<file path="config.mk">
export PLATFORM = sky130hd
export DESIGN_NAME = mul_div_unit
export DESIGN_NICKNAME = d
export VERILOG_FILES = /design/src/rtl/mul_div_unit.sv
export SDC_FILE = /design/constraint.sdc
export NUM_CORES = 1
export LEC_CHECK = 0
export CAP_MARGIN = 20
export CORE_AREA = 4 4 172 257
export CTS_CLUSTER_SIZE = 16
export DETAILED_ROUTE_END_ITERATION = 7
export DIE_AREA = 0 0 176 261
export DONT_BUFFER_PORTS = 1
export PLACE_DENSITY_LB_ADDON = 0.2
export SETUP_SLACK_MARGIN = 0.3
export SYNTH_ARGS = -nofsm -noshare
export SYNTH_HDL_FRONTEND = slang
export SYNTH_SLANG_ARGS = --single-unit
</file>
<file path="constraint.sdc">
create_clock -name clk -period 4.9 [get_ports clk]
set_clock_uncertainty 0.05 [all_clocks]
set_input_delay 0.49 -clock clk [delete_from_list [all_inputs] [get_ports clk]]
set_output_delay 0.49 -clock clk [all_outputs]
set_load 0.005 [all_outputs]
</file>
<file path="src/rtl/mul_div_unit.sv">
// mul_div_unit: radix-2 iterative MIPS multiply/divide unit with HI/LO registers.
// Define MDU_EARLY_OUT_EN to let MUL stop once the remaining multiplier bits are zero.
module mul_div_unit #(
    parameter int WIDTH = 32
) (
    input  logic             clk,
    input  logic             rstN,
    input  logic             start,
    input  logic [2:0]       op,
    input  logic [WIDTH-1:0] srcA,
    input  logic [WIDTH-1:0] srcB,
    input  logic             cancel,
    output logic             busy,
    output logic             done,
    output logic [WIDTH-1:0] hi,
    output logic [WIDTH-1:0] lo
);
    localparam int CW = $clog2(WIDTH);
    typedef enum logic [1:0] {IDLE, MUL, DIV, FIXUP} state_t;
    state_t state_q, state_d;
    logic [CW-1:0] cnt_q, cnt_d;
    logic [2*WIDTH-1:0] acc_q, acc_d, md_q, md_d, res;
    logic [WIDTH-1:0] b_q, b_d, hi_q, hi_d, lo_q, lo_d, q_fix, r_fix, a_abs, b_abs;
    logic neg_q, neg_d, rneg_q, rneg_d, is_div_q, is_div_d, done_q, done_d;
    logic [WIDTH:0] shl, trial;
    logic sgn, last, mul_last;

    assign last = cnt_q == CW'(WIDTH - 1);
`ifdef MDU_EARLY_OUT_EN
    assign mul_last = last || (b_q[WIDTH-1:1] == '0);
`else
    assign mul_last = last;
`endif
    // Division keeps {remainder, dividend/quotient} in acc; MUL keeps the running product.
    assign shl   = acc_q[2*WIDTH-1:WIDTH-1];
    assign trial = shl - {1'b0, b_q};
    assign res   = neg_q ? -acc_q : acc_q;
    assign q_fix = neg_q ? -acc_q[WIDTH-1:0] : acc_q[WIDTH-1:0];
    assign r_fix = rneg_q ? -acc_q[2*WIDTH-1:WIDTH] : acc_q[2*WIDTH-1:WIDTH];
    assign sgn   = ~op[0];
    assign a_abs = (sgn && srcA[WIDTH-1]) ? -srcA : srcA;
    assign b_abs = (sgn && srcB[WIDTH-1]) ? -srcB : srcB;

    always_comb begin
        state_d  = state_q;
        cnt_d    = cnt_q;
        acc_d    = acc_q;
        md_d     = md_q;
        b_d      = b_q;
        hi_d     = hi_q;
        lo_d     = lo_q;
        neg_d    = neg_q;
        rneg_d   = rneg_q;
        is_div_d = is_div_q;
        done_d   = 1'b0;
        if (cancel) begin
            state_d = IDLE;
            cnt_d   = '0;
        end else begin
            case (state_q)
                IDLE: if (start) begin
                    if (op[2] == 1'b0) begin
                        md_d     = {{WIDTH{1'b0}}, a_abs};
                        b_d      = b_abs;
                        acc_d    = op[1] ? {{WIDTH{1'b0}}, a_abs} : '0;
                        neg_d    = sgn & (srcA[WIDTH-1] ^ srcB[WIDTH-1]);
                        rneg_d   = sgn & srcA[WIDTH-1];
                        is_div_d = op[1];
                        cnt_d    = '0;
                        state_d  = op[1] ? DIV : MUL;
                    end else if (op == 3'd4) begin
                        hi_d = srcA;
                    end else if (op == 3'd5) begin
                        lo_d = srcA;
                    end
                end
                MUL: begin
                    acc_d   = acc_q + (b_q[0] ? md_q : '0);
                    md_d    = md_q << 1;
                    b_d     = b_q >> 1;
                    cnt_d   = cnt_q + 1'b1;
                    state_d = mul_last ? FIXUP : MUL;
                end
                DIV: begin
                    acc_d   = trial[WIDTH] ? {shl[WIDTH-1:0], acc_q[WIDTH-2:0], 1'b0}
                                           : {trial[WIDTH-1:0], acc_q[WIDTH-2:0], 1'b1};
                    cnt_d   = cnt_q + 1'b1;
                    state_d = last ? FIXUP : DIV;
                end
                default: begin
                    // Remainder of a divide-by-zero is |A| re-signed by A, i.e. A itself.
                    hi_d    = is_div_q ? r_fix : res[2*WIDTH-1:WIDTH];
                    lo_d    = is_div_q ? ((b_q == '0) ? '1 : q_fix) : res[WIDTH-1:0];
                    done_d  = 1'b1;
                    cnt_d   = '0;
                    state_d = IDLE;
                end
            endcase
        end
    end

    always_ff @(posedge clk or negedge rstN) begin
        if (!rstN) begin
            state_q  <= IDLE;
            cnt_q    <= '0;
            acc_q    <= '0;
            md_q     <= '0;
            b_q      <= '0;
            hi_q     <= '0;
            lo_q     <= '0;
            neg_q    <= 1'b0;
            rneg_q   <= 1'b0;
            is_div_q <= 1'b0;
            done_q   <= 1'b0;
        end else begin
            state_q  <= state_d;
            cnt_q    <= cnt_d;
            acc_q    <= acc_d;
            md_q     <= md_d;
            b_q      <= b_d;
            hi_q     <= hi_d;
            lo_q     <= lo_d;
            neg_q    <= neg_d;
            rneg_q   <= rneg_d;
            is_div_q <= is_div_d;
            done_q   <= done_d;
        end
    end

    assign busy = state_q != IDLE;
    assign done = done_q;
    assign hi   = hi_q;
    assign lo   = lo_q;
endmodule

</file>
==> summary.json <==
{
  "dpl-instance-area_um2": 20400,
  "synth_largest_area_cell": "dfrtp_1",
  "ys_seq_elements": 235,
  "tightest_slew_ns": 1.06,
  "clock_tree.buffer_depth": 3,
  "chipHeight_um": 261,
  "synth.yosys.warnings": 0,
  "slowest_delay_ns": 0.66,
  "grt_start_max_net_pins": 236,
  "dominantRegCellSynth": "dfrtp_1",
  "synth_edf_count": 0,
  "detailed_place_hpwl_mm": 58.3,
  "timing_worst_setup_path_type": "reg -> reg",
  "initial_utilization_pct": 47.5,
  "swShare_pct": 47.4,
  "met2_wirelength_mm": 38.9,
  "slew-limit-headroom_pct": 29.1,
  "via_count_of_the_first_global_routing_pass": 19416,
  "cp_data_arrival_time_ns": 4.71,
  "crit_slowest_cell": "o311ai_4",
  "achievable-frequency_mhz": 233,
  "wire_per_inst_um": 24.9,
  "synth_top_cells_by_area": "dfrtp_1 30%, o21ai_0 7.0%, nand2_1 6.8%, ha_1 6.6%, xnor2_1 5.6%",
  "synth.avg_cell_area_um2": 7.70,
  "layout-area-overhead-vs-synth_pct": 7.19,
  "postCtsHoldBufs": 2,
  "row_count": 92,
  "fin_nets": 2671,
  "netlist_top_cells_count": "360 x nand2_1, 279 x o21ai_0, 235 x dfrtp_1",
  "maximum_vdd_drop_uv": 282,
  "post_synthesis_net_count": 2764,
  "holdCritPathClass": "in -> async",
  "worstPathCellList": "inv_1 > ha_1 > inv_1 > fa_1 > a211oi_1 > o21ai_0 > a32oi_1 > o31a_1 > o21ai_1 > o311ai_4 > buf_4 > mux2i_1 > a22oi_1 > o22ai_1",
  "drive_above_1_share_pct": 5.37,
  "startpoint_type": "flip-flop",
  "ff_latch_area_um2": 5880,
  "fp.dieArea_um2": 45900,
  "place.gp.congestion": 0.969,
  "placed_cells_incl_taps": 3026,
  "drt_pass1_iterations": 5,
  "drt_wl_total_mm": 76.5,
  "crit-reg2reg-launch": "acc_q[31]$_DFFE_PN0P_",
  "seq_power_share_pct": 30.4,
  "ctsResizeCount": 0,
  "mappedNetlistArea_um2": 19900,
  "ffs_w_async_s_r_synth_pct": 100,
  "top_level_ports": 137,
  "port-buffer-count": 0,
  "switching_power_mw": 5.36,
  "core_area_um2": 41900,
  "filler_cell_count_in_the_final_layout": 4148,
  "hold-worst-slack_ns": -0.443,
  "cts_sinks": 235,
  "via_per_inst": 6.40,
  "grt_setup_unrepaired": "false",
  "chipWidth_um": 176,
  "htree_levels": 1,
  "cts_inserted_buffers": 27,
  "clk_transition_reported_paths_ns": 0.07,
  "worst_ep_required_time_ns": 5.33,
  "cpMostUsedCell": "inv_1",
  "antenna_found_initial": 0,
  "critical_path.endpoint_type": "flip-flop",
  "cp_max_fo": 22,
  "rrSetupSlack_ns": 0.61,
  "post-route-drc-count": 0,
  "grt_first_pass_wirelength_mm": 115,
  "p_leak_nw": 9.33,
  "cts_tree": "built",
  "grt_overflow_total": 0,
  "status": "finished, violations left",
  "hold_viol": 235,
  "synthMostInstantiatedCell": "nand2_1",
  "pwr_density_cell_nw_per_um2": 530,
  "initialDrtViolationCount": 1599,
  "finalSetupViolations": 0,
  "final-max-slew-violation-count": 0,
  "clkLatencyLatePin_ns": 0.59,
  "post_synth_num_cell_types": 81,
  "detail-route-antenna-nets": 0,
  "final_period_minus_worst_setup_slack_ns": 4.29,
  "synth_top_area_share_pct": 29.5,
  "fin_setup_tns_ns": 0,
  "timing.final.crit_share_pct": 87.5,
  "seq_area_frac_synth_pct": 29.5,
  "post_cts.repair.setup_buffers": 0,
  "r2r_end": "acc_q[32]$_DFFE_PN0P_",
  "routed.top_layer": "met4",
  "finalNonFillerCells": 3078,
  "worstSetupStartpoint": "acc_q[31]$_DFFE_PN0P_",
  "drv.max_cap_violation_count": 0,
  "cts_root_buffer": "clkbuf_16",
  "dp_worst_setup_slack_ns": 0.699,
  "layout.cell_area.non_filler_um2": 21300,
  "routed-via-count": 19702,
  "globalRouteTotalUtil_pct": 32.2,
  "wl_met3_mm": 3.74,
  "multi_input_area_um2": 13100,
  "power_frac_clock_pct": 19.7,
  "m1WireLength_mm": 26.4,
  "rr_worst_depth": 14,
  "postSynthCellCount": 2586,
  "violations": "negative hold slack",
  "setup_ws_ns": 0.612,
  "antennaDiodeCount": 0,
  "pwr-share-comb_pct": 49.9,
  "internal_power_mw": 5.94
}
[per-layer routing]
layer | GRT usage, % | up-vias
li1 | - | 9138
met1 | 33.3 | 9536
met2 | 58.5 | 747
met3 | 3.73 | 281
met4 | 25.6 | 0
met5 | 0 | -
[final cells by class]
type	instances	area share (%)
clock buffer	37	3.62
tap	564	3.31
clock inverter	13	0.844
inverter	72	1.27
multi-input combinational	2107	61.6
sequential	235	27.6
timing repair buffer	50	1.84
[registers in the layout (all words and copies together) (netlist names)]
signal	count
b_q	32
lo	32
neg_q	1
rneg_q	1
cnt_q	5
is_div_q	1
acc_q	64
md_q	64
state_q	2
hi	32
done	1
[cells by family after synthesis]
logic type,after synthesis,synth area share (%)
AOI/OAI and AO/OA,833,26.2
and+or+nand+nor,925,21.9
DFF,235,29.5
muxes,36,1.82
adders and majority gates,107,6.80
buffers and inverters,244,4.65
xor gates and xnor gates,206,9.06
[stage by stage]
stage,power [mW],util [%]
floorplan,7.18,-
global placement,8.89,48.6
detailed placement,8.98,48.6
CTS,11.2,50.9
global route,12.0,50.9
finish,11.3,50.9
[worst max-delay path by stage]
stage / endpoint / slack (ns) / depth (start not counted)
after floorplan: acc_q[52]$_DFFE_PN0P_ / 1.02 / 16
after global placement: acc_q[52]$_DFFE_PN0P_ / 0.71 / 14
after detailed placement: acc_q[43]$_DFFE_PN0P_ / 0.70 / 13
after CTS: acc_q[32]$_DFFE_PN0P_ / 0.66 / 14
after global routing: acc_q[41]$_DFFE_PN0P_ / 0.32 / 13
final: acc_q[32]$_DFFE_PN0P_ / 0.61 / 14
[cell usage in the layout, fill, tap and decap left out, types with 26 or more instances in the layout]
cell type,instances
and2_1,73
mux2i_1,35
a21oi_1,186
buf_4,47
nor3_1,49
xnor2_1,128
xor2_1,78
dfrtp_1,235
ha_1,104
o21ai_0,279
o31ai_1,30
nand3_1,61
o22ai_1,36
inv_1,70
nand2_1,359
nand4_1,27
a31oi_1,36
a221o_1,26
nor2_1,203
a221oi_1,28
a21o_1,40
clkbuf_16,27
[power by group through the flow]
stage	clock [mW]	sequential [mW]	combinational [mW]
after CTS	2.25	3.42	5.56
after detailed placement	0	3.44	5.54
after floorplan	0	3.08	4.10
final	2.23	3.43	5.64
after global placement	0	3.44	5.45
after global routing	2.34	3.49	6.15
[critical path, delay by kind of cell, from the launching register on]
| family | cells | cell delay [ns] |
|---|---|---|
| buffers and inverters | 3 | 0.57 |
| adder cells (fa/ha/maj) | 2 | 0.59 |
| flip-flops | 1 | 0.49 |
| AO/OA/AOI/OAI | 8 | 2.27 |
| multiplexers | 1 | 0.22 |
(Power assumes the default switching activity.)
